[config.mk]
export PLATFORM = sky130hd
export DESIGN_NAME = mux4_rr_arbiter_flat
export DESIGN_NICKNAME = d
export VERILOG_FILES = /design/src/rtl/mux4_rr_arbiter_if.sv /design/src/rtl/mux4_rr_arbiter.sv /design/src/flat_wrapper.sv
export SDC_FILE = /design/constraint.sdc
export NUM_CORES = 1
export LEC_CHECK = 0
export CORE_MARGIN = 4
export CORE_UTILIZATION = 40
export CTS_CLUSTER_DIAMETER = 200
export CTS_CLUSTER_SIZE = 12
export DETAILED_ROUTE_END_ITERATION = 10
export HOLD_SLACK_MARGIN = 0.1
export PLACE_DENSITY = 0.79
export SYNTH_ARGS = -nofsm -noshare
export SYNTH_HDL_FRONTEND = slang
export SYNTH_SLANG_ARGS = --single-unit
[constraint.sdc]
create_clock -name clk -period 4.52 [get_ports clk]
set_input_delay 1.13 -clock clk [delete_from_list [all_inputs] [get_ports clk]]
set_output_delay 1.13 -clock clk [all_outputs]
set_load 0.02 [all_outputs]
[src/rtl/mux4_rr_arbiter_if.sv]
// Handshake bundle between the requesters, the round-robin arbiter and the
// shared 4:1-muxed resource. The requester/resource side is the master and
// the arbiter is the slave.
interface mux4_rr_arbiter_if;
   logic [3:0] req;
   logic       done;
   logic [3:0] gnt;
   logic [1:0] sel;
   logic       busy;
   logic       timeout;

   modport master (
      output req,
      output done,
      input  gnt,
      input  sel,
      input  busy,
      input  timeout
   );

   modport slave (
      input  req,
      input  done,
      output gnt,
      output sel,
      output busy,
      output timeout
   );
endinterface

[src/rtl/mux4_rr_arbiter.sv]
// Round-robin arbiter for one shared 4:1-muxed resource with four requesters.
// It grants one owner for a whole transaction and forces an idle cycle between
// owners. When an owner releases, priority moves to the requester after it.
// All outputs come straight from registers.
// Optional feature: define ARB_TIMEOUT_EN to force-release an owner after
// MAX_HOLD cycles. The release pulses timeout for one cycle. Without the
// macro, timeout is held at 0 and an owner can hold the grant indefinitely.
module mux4_rr_arbiter #(
   parameter int         MAX_HOLD = 16,
   parameter logic [1:0] RST_PTR  = 2'd0
) (
   input logic               clk,
   input logic               rst,
   mux4_rr_arbiter_if.slave  bus
);

   typedef enum logic {
      IDLE = 1'b0,
      OWN  = 1'b1
   } state_t;

   state_t     state_q;
   logic [3:0] gnt_q;
   logic [1:0] sel_q;
   logic [1:0] ptr_q;
   logic       busy_q;
   logic       timeout_q;

   logic [1:0] winner_d;
   logic       ownerReq;

`ifdef ARB_TIMEOUT_EN
   localparam int CNT_W = (MAX_HOLD > 1) ? $clog2(MAX_HOLD) : 1;
   localparam logic [CNT_W-1:0] HOLD_LAST = CNT_W'(MAX_HOLD - 1);

   logic [CNT_W-1:0] holdCnt_q;
   logic             holdExpired;

   assign holdExpired = (holdCnt_q == HOLD_LAST);
`endif

   // The current owner's request bit. sel_q names the owner while in OWN.
   assign ownerReq = bus.req[sel_q];

   // Pick the first requester at or after the priority pointer, wrapping 3 -> 0.
   always_comb begin
      logic       found;
      logic [1:0] idx;
      winner_d = ptr_q;
      found    = 1'b0;
      idx      = ptr_q;
      for (int k = 0; k < 4; k++) begin
         idx = ptr_q + 2'(k);
         if (!found && bus.req[idx]) begin
            winner_d = idx;
            found    = 1'b1;
         end
      end
   end

   // Arbiter FSM. Grants, select, busy and the timeout pulse are registered here.
   always_ff @(posedge clk) begin
      if (rst) begin
         state_q   <= IDLE;
         gnt_q     <= 4'b0000;
         sel_q     <= RST_PTR;
         ptr_q     <= RST_PTR;
         busy_q    <= 1'b0;
         timeout_q <= 1'b0;
`ifdef ARB_TIMEOUT_EN
         holdCnt_q <= '0;
`endif
      end else begin
         timeout_q <= 1'b0;
         case (state_q)
            IDLE: begin
               if (|bus.req) begin
                  state_q <= OWN;
                  gnt_q   <= 4'b0001 << winner_d;
                  sel_q   <= winner_d;
                  busy_q  <= 1'b1;
`ifdef ARB_TIMEOUT_EN
                  holdCnt_q <= '0;
`endif
               end
            end
            OWN: begin
               if (bus.done || !ownerReq) begin
                  state_q <= IDLE;
                  gnt_q   <= 4'b0000;
                  busy_q  <= 1'b0;
                  ptr_q   <= sel_q + 2'd1;
               end
`ifdef ARB_TIMEOUT_EN
               else if (holdExpired) begin
                  state_q   <= IDLE;
                  gnt_q     <= 4'b0000;
                  busy_q    <= 1'b0;
                  ptr_q     <= sel_q + 2'd1;
                  timeout_q <= 1'b1;
               end else if (holdCnt_q != '1) begin
                  holdCnt_q <= holdCnt_q + 1'b1;
               end
`endif
            end
            default: begin
               state_q <= IDLE;
               gnt_q   <= 4'b0000;
               busy_q  <= 1'b0;
            end
         endcase
      end
   end

   assign bus.gnt     = gnt_q;
   assign bus.sel     = sel_q;
   assign bus.busy    = busy_q;
   assign bus.timeout = timeout_q;

endmodule

[src/flat_wrapper.sv]
// flat-port wrapper written by rule: the top's interface ports become plain ports
module mux4_rr_arbiter_flat 
#(
   parameter int         MAX_HOLD = 16,
   parameter logic [1:0] RST_PTR  = 2'd0
)
  (clk, rst, bus_req, bus_done, bus_gnt, bus_sel, bus_busy, bus_timeout);
  mux4_rr_arbiter_if bus_i ();
  input logic clk;
  input logic rst;
  input wire logic [$bits(bus_i.req)-1:0] bus_req;
  input wire logic [$bits(bus_i.done)-1:0] bus_done;
  output wire logic [$bits(bus_i.gnt)-1:0] bus_gnt;
  output wire logic [$bits(bus_i.sel)-1:0] bus_sel;
  output wire logic [$bits(bus_i.busy)-1:0] bus_busy;
  output wire logic [$bits(bus_i.timeout)-1:0] bus_timeout;
  assign bus_i.req = bus_req;
  assign bus_i.done = bus_done;
  assign bus_gnt = bus_i.gnt;
  assign bus_sel = bus_i.sel;
  assign bus_busy = bus_i.busy;
  assign bus_timeout = bus_i.timeout;
  mux4_rr_arbiter #(.MAX_HOLD(MAX_HOLD), .RST_PTR(RST_PTR)) u_core (.clk(clk), .rst(rst), .bus(bus_i));
endmodule
==> results of run 1 <==
area by class of cell:
class / count / share of cell area, %
Multi-Input combinational cell: 50 / 45.7
Sequential cell: 10 / 27.9
Timing Repair Buffer: 13 / 18.2
Clock buffer: 4 / 5.06
Tap cell: 15 / 2.62
Inverter: 1 / 0.524
final timing paths:
kind                                        start           endpoint  depth (start not counted)
worst min register to register  u_core.bus.gnt[1]  u_core.bus.gnt[1]                          2
worst max-delay path                   bus_req[3]  u_core.bus.gnt[3]                          6
worst min-delay path            u_core.bus.gnt[1]  u_core.bus.gnt[1]                          2
worst max register to register  u_core.bus.sel[0]  u_core.bus.gnt[3]                          5
cells by family (layout without fill, tap and decap cells):
logic type | count (synthesis) | after routing | share of synthesized area [%]
compound gates | 18 | 18 | 25.6
xor+xnor | 1 | 1 | 1.61
buf+inv | 3 | 18 | 2.76
flops | 10 | 10 | 36.9
mux | 2 | 2 | 4.84
other cells | 1 | 1 | 0.691
simple gates | 28 | 28 | 27.7
critical path, delay by kind of cell:
kind / cells / cell delay (ns)
and+or+nand+nor: 2 / 0.16
AOI/OAI and AO/OA: 2 / 0.59
buffers and inverters: 1 / 0.55
muxes: 1 / 0.34
layout by cell type (no fill, tap or decap):
cell type / count
a32oi_1: 1
dfxtp_1: 10
mux2_2: 1
a221oi_4: 1
a21oi_1: 7
nor3_1: 2
nor4_2: 1
o21ai_0: 3
o41ai_2: 1
o21bai_1: 1
o211a_1: 1
xnor2_1: 1
mux2_4: 1
nor2_2: 1
nor2_1: 7
clkdlybuf4s50_1: 13
clkbuf_4: 3
nor2b_1: 4
o21ai_1: 1
a211oi_1: 2
inv_1: 1
conb_1: 1
nand2_1: 7
nand2b_1: 2
nor2b_2: 1
or4_1: 1
clkbuf_8: 1
nand3b_1: 2
stage by stage:
step | setup slack [ns] | hold slack (ns) | total power, mW | utilization [%] | cell area, um2
floorplan | 2.34 | 0.474 | 0.150 | - | 543
global placement | 1.69 | 0.452 | 0.174 | 53.0 | 681
detailed placement | 1.62 | 0.453 | 0.176 | 53.0 | 681
CTS | 1.89 | 0.462 | 0.256 | 55.8 | 717
global route | 1.74 | 0.486 | 0.267 | 55.8 | 717
finish | 1.88 | 0.460 | 0.252 | 55.8 | 717
power groups by stage:
stage	logic [mW]	registers (mW)	clock network (mW)
2_1_floorplan	0.0375	0.113	0
3_3_place_gp	0.0669	0.107	0
3_5_place_dp	0.0683	0.107	0
4_1_cts	0.0689	0.105	0.0821
5_1_grt	0.0747	0.107	0.0854
6_report	0.0683	0.105	0.0783
cells in the mapped netlist, drive strengths merged, types with 2 or more instances:
cell / number / area, um2
nor2b: 5 / 33.8
buf: 2 / 11.3
nand3b: 2 / 15.0
mux2: 2 / 26.3
nor2: 8 / 32.5
a21oi: 7 / 35.0
nand2b: 2 / 12.5
dfxtp: 10 / 200
o21ai: 4 / 20.0
nor3: 2 / 10.0
a211oi: 2 / 15.0
nand2: 7 / 26.3
routing by layer:
layer,up-vias,wire length (um),part of all wire (%),global-route usage [%]
met5,-,0,0,0
met4,0,24,2.0,9.94
met3,4,72,6.1,4.38
met2,12,577,49,21.5
met1,228,511,43,15.1
li1,253,-,-,-
registers in the layout, indices dropped and copies added (netlist names):
register,cells
u_core.bus.busy,1
u_core.bus.gnt,4
u_core.bus.sel,2
u_core.ptr_q,2
u_core.state_q,1
==> metrics.md, run 1 <==
| Metric | Value |
|---|---|
| Outcome | completed |
| Setup Buffers After CTS | 0 |
| Ports | 15 |
| Tightest Hold Check Type | reg2reg |
| Die Ht | 44.8 um |
| Synth Flop Type | dfxtp_1 |
| Clock power frac | 31.1% |
| Peak VDD IR | 0.198 mV |
| Total track usage | 13.6% |
| Final Hold Fails | 0 |
| Pwr dens | 351 nW/um2 |
| Antenna violations before repair | 0 |
| Post-synthesis register bit count | 10 |
| Sequential cell area | 200 um2 |
| Unrepaired setup endpoints after global routing | false |
| Part of the power in registers | 41.8% |
| Worst setup path class | in2reg |
| Sw Ratio | 29.0% |
| 1st-pass router iterations | 4 |
| Post-cts resize count | 0 |
| Setup TNS | 0 ns |
| Max Freq | 379 MHz |
| Cells after Synth | 63 |
| Area grow syn2layout | 32.0% |
| CTS clk-pin slew, worst paths | 0.07 ns |
| Post-route ant nets | 0 |
| WP data required | 4.66 ns |
| Synthesis Warnings | 0 |
| Gpl congestion | 0.768 |
| Critical Path AT | 2.77 ns |
| CTS tree | built |
| Max-slew headroom | 65.5% |
| Vias | 497 |
| Internal Power | 0.179 mW |
| WL final | 1190 um |
| Count of non-filler cells in the finished layout | 93 |
| Die X-Extent | 44.8 um |
| Async SR Flop Fraction | 0% |
| Crit-path slowest cell | clkdlybuf4s50_1 |
| Fillers | 141 |
| Total global routing overflow | 0 |
| CTS root buf | clkbuf_4 |
| Post-synth EDFFs | 0 |
| Seq/Total Area, Yosys | 36.9% |
| Least-Margin Pin Slew | 0.512 ns |
| ANT cells | 0 |
| Final net count | 86 |
| Minimum clock period | 2.64 ns |
| Vias in the first global route | 495 |
| Die area | 2010 um2 |
| Routed wire length per instance | 12.8 um |
| Drt drc | 0 |
| Starting Density | 42.3% |
| Startpoint Class | input port |
| Syn nets | 70 |
| Port-buffer cells | 13 |
| Pin count of the biggest net entering global routing | 11 |
| Cell count after placement | 89 |
| Drt initial violations | 5 |
| Lkg Pwr | 0.257 nW |
| Area of the multi-input gates | 328 um2 |
| Final period util | 58.3% |
| CTS H-tree depth | 1 |
| Crit Path Max Fanout | 8 |
| Final Setup Violations | 0 |
| Max-slew violation count | 0 |
| Netlist cell types | 27 |
| Mapped cell area | 543 um2 |
| First-pass GRT wire length | 1980 um |
| Worst path max stage delay | 0.55 ns |
| Logic pwr share | 27.1% |
| Psw | 0.0732 mW |
| Routed vias/inst | 5.34 |
| Hold-fix buffers, CTS | 0 |
| Maxcap violations | 0 |
| Endpoint type of the worst setup path | flip-flop |
| Final HPWL DP | 908 um |
| Clk_skew | 0.00181 ns |
| Setup slack, reg-to-reg | 2.83 ns |
| Max Buffers Root-to-Sink | 2 |
| Syn Area/Cell | 8.62 um2 |
| CTS sink count | 10 |
| CTS Buf Count | 3 |
| Layout cell share with drive strength beyond 1 | 14.1% |
| Worst skew pair latency | 0.26 ns |
| Core area | 1280 um2 |
| CP Cell Sequence | clkdlybuf4s50_1 > mux2_4 > a221oi_4 > nor2_2 > a32oi_1 > nor2_1 |
| FP Rows | 13 |
Note: power is estimated with default switching activity, not from simulation.
==> run 2: changes to the inputs <==
- clock period: 4.52 -> 2.75 ns (I/O delays scaled with it)
==> metrics.md, run 2 (synthesis gave the netlist of run 1 again) <==
| Metric | Value |
|---|---|
| Lkg Pwr | 0.257 nW (unchanged) |
| Cell area after layout | 717 um2 (unchanged) |
| Peak VDD IR | 0.326 mV (+65%) |
| Max Buffers Root-to-Sink | 2 (unchanged) |
| Die Ht | 44.8 um (unchanged) |
| Minimum clock period | 2.16 ns |
| CTS tree | built |
| CTS sink count | 10 (unchanged) |
| GR Layer Usage met1 | 16.6% (+1.5 points) |
| CTS clk-pin slew, worst paths | 0.07 ns (about the same) |
| Total global routing overflow | 0 (unchanged) |
| Largest register FFs | 4 (unchanged) |
| Final period util | 78.5% |
| FP Rows | 13 (unchanged) |
| Post-cts resize count | 0 (unchanged) |
| Clk_skew | 0.00207 ns (+0.000259 ns) |
| ANT cells | 0 (unchanged) |
| First-pass GRT wire length | 1930 um (-2.8%) |
| Met2 usage | 18.3% (-3.2 points) |
| Max-slew headroom | 65.8% (+0.25 points) |
| Layout cell share with drive strength beyond 1 | 14.1% (unchanged) |
| CTS H-tree depth | 1 (unchanged) |
| WL final | 1170 um (-1.1%) |
| Least-Margin Pin Slew | 0.508 ns (-0.00371 ns) |
| Most common cell after layout, fill and taps aside | clkdlybuf4s50_1 |
| Vias | 510 (+2.6%) |
| Maxcap violations | 0 (unchanged) |
| Die X-Extent | 44.8 um (unchanged) |
| Post-route ant nets | 0 (unchanged) |
| Outcome | completed |
| Startpoint Class | input port |
| Starting Density | 42.3% (unchanged) |
| Unrepaired setup endpoints after global routing | false |
| Setup Buffers After CTS | 0 (unchanged) |
| Pin count of the biggest net entering global routing | 11 (unchanged) |
| Pwr dens | 582 nW/um2 (+66%) |
| Port-buffer cells | 13 (unchanged) |
| Final net count | 86 (unchanged) |
| Hold-fix buffers, CTS | 0 (unchanged) |
| Max-slew violation count | 0 (unchanged) |
| Most frequent cells in the layout | 13 x clkdlybuf4s50_1, 10 x dfxtp_1, 7 x nand2_1, 7 x a21oi_1, 7 x nor2_1 |
| Met3 usage in global routing | 3.19% (-1.2 points) |
| WP data required | 2.89 ns (-1.77 ns) |
| Ports | 15 (unchanged) |
| Max Freq | 463 MHz |
| Final Setup Violations | 0 (unchanged) |
| Vias in the first global route | 454 (-8.3%) |
| Total power | 0.417 mW (+66%) |
| Total track usage | 13.2% (-0.41 points) |
| Core area | 1280 um2 (unchanged) |
| Gpl congestion | 0.768 (about the same) |
| CTS Buf Count | 3 (unchanged) |
| Setup TNS | 0 ns (unchanged) |
| Critical Path AT | 2.30 ns (-0.47 ns) |
| Final Hold Fails | 0 (unchanged) |
| Area grow syn2layout | 32.0% (unchanged) |
| Antenna violations before repair | 0 (unchanged) |
| Worst setup path class | in2reg |
| Worst skew pair latency | 0.26 ns (about the same) |
| Tightest Hold Check Type | reg2reg |
| Drt drc | 0 (unchanged) |
| Crit Path Max Fanout | 8 (unchanged) |
| GRT busiest layer | met2 |
| Routed wire length per instance | 12.6 um (-1.1%) |
| CTS root buf | clkbuf_4 |
| 1st-pass router iterations | 4 (unchanged) |
| Endpoint type of the worst setup path | flip-flop |
| Placed Area | 681 um2 (unchanged) |
| Die area | 2010 um2 (unchanged) |
| Routed vias/inst | 5.48 (+2.6%) |
| Drt initial violations | 8 (+3) |
| Final HPWL DP | 859 um (-5.4%) |
==> run 2: area by class of cell <==
class                           instances  area [um2]
Sequential cell                        10         200
Multi-Input combinational cell         50         328
Timing Repair Buffer                   13         130
Inverter                                1        3.75
Clock buffer                            4        36.3
Tap cell                               15        18.8
Fill cell                             134         568
==> run 2: worst paths after layout <==
path | slack, ns | startpoint | depth (start not counted) | endpoint
worst max-delay path | 0.59 | bus_req[3] | 6 | u_core.bus.gnt[3]
worst max register to register | 1.06 | u_core.bus.sel[0] | 5 | u_core.bus.gnt[3]
worst min-delay path | 0.46 | u_core.bus.gnt[1] | 2 | u_core.bus.gnt[1]
worst min register to register | 0.46 | u_core.bus.gnt[1] | 2 | u_core.bus.gnt[1]
==> run 2: power breakdown <==
group | total, mW | internal [mW] | switching, mW
Sequential | 0.173 | 0.159 | 0.0140
Clock | 0.132 | 0.0803 | 0.0519
Combinational | 0.112 | 0.0543 | 0.0573
==> run 2: per-stage QoR <==
stage / hold slack, ns / util (%) / setup WS (ns) / std cells
after floorplan: 0.474 / - / 1.02 / 63
after global placement: 0.452 / 53.0 / 0.365 / 89
after detailed placement: 0.452 / 53.0 / 0.312 / 89
after CTS: 0.466 / 55.8 / 0.597 / 93
after global routing: 0.483 / 55.8 / 0.444 / 93
final: 0.462 / 55.8 / 0.592 / 93
==> run 2: worst max-delay path, cell delays in order <==
cell and delay, ns:
clkdlybuf4s50_1 0.54, mux2_4 0.34, a221oi_4 0.42, nor2_2 0.10, a32oi_1 0.16, nor2_1 0.05
==> run 2: metal layers <==
| metal | vias up | routed length, um |
|---|---|---|
| met3 | 4 | 74 |
| li1 | 255 | - |
| met4 | 0 | 25 |
| met5 | - | 0 |
| met1 | 233 | 506 |
| met2 | 18 | 567 |
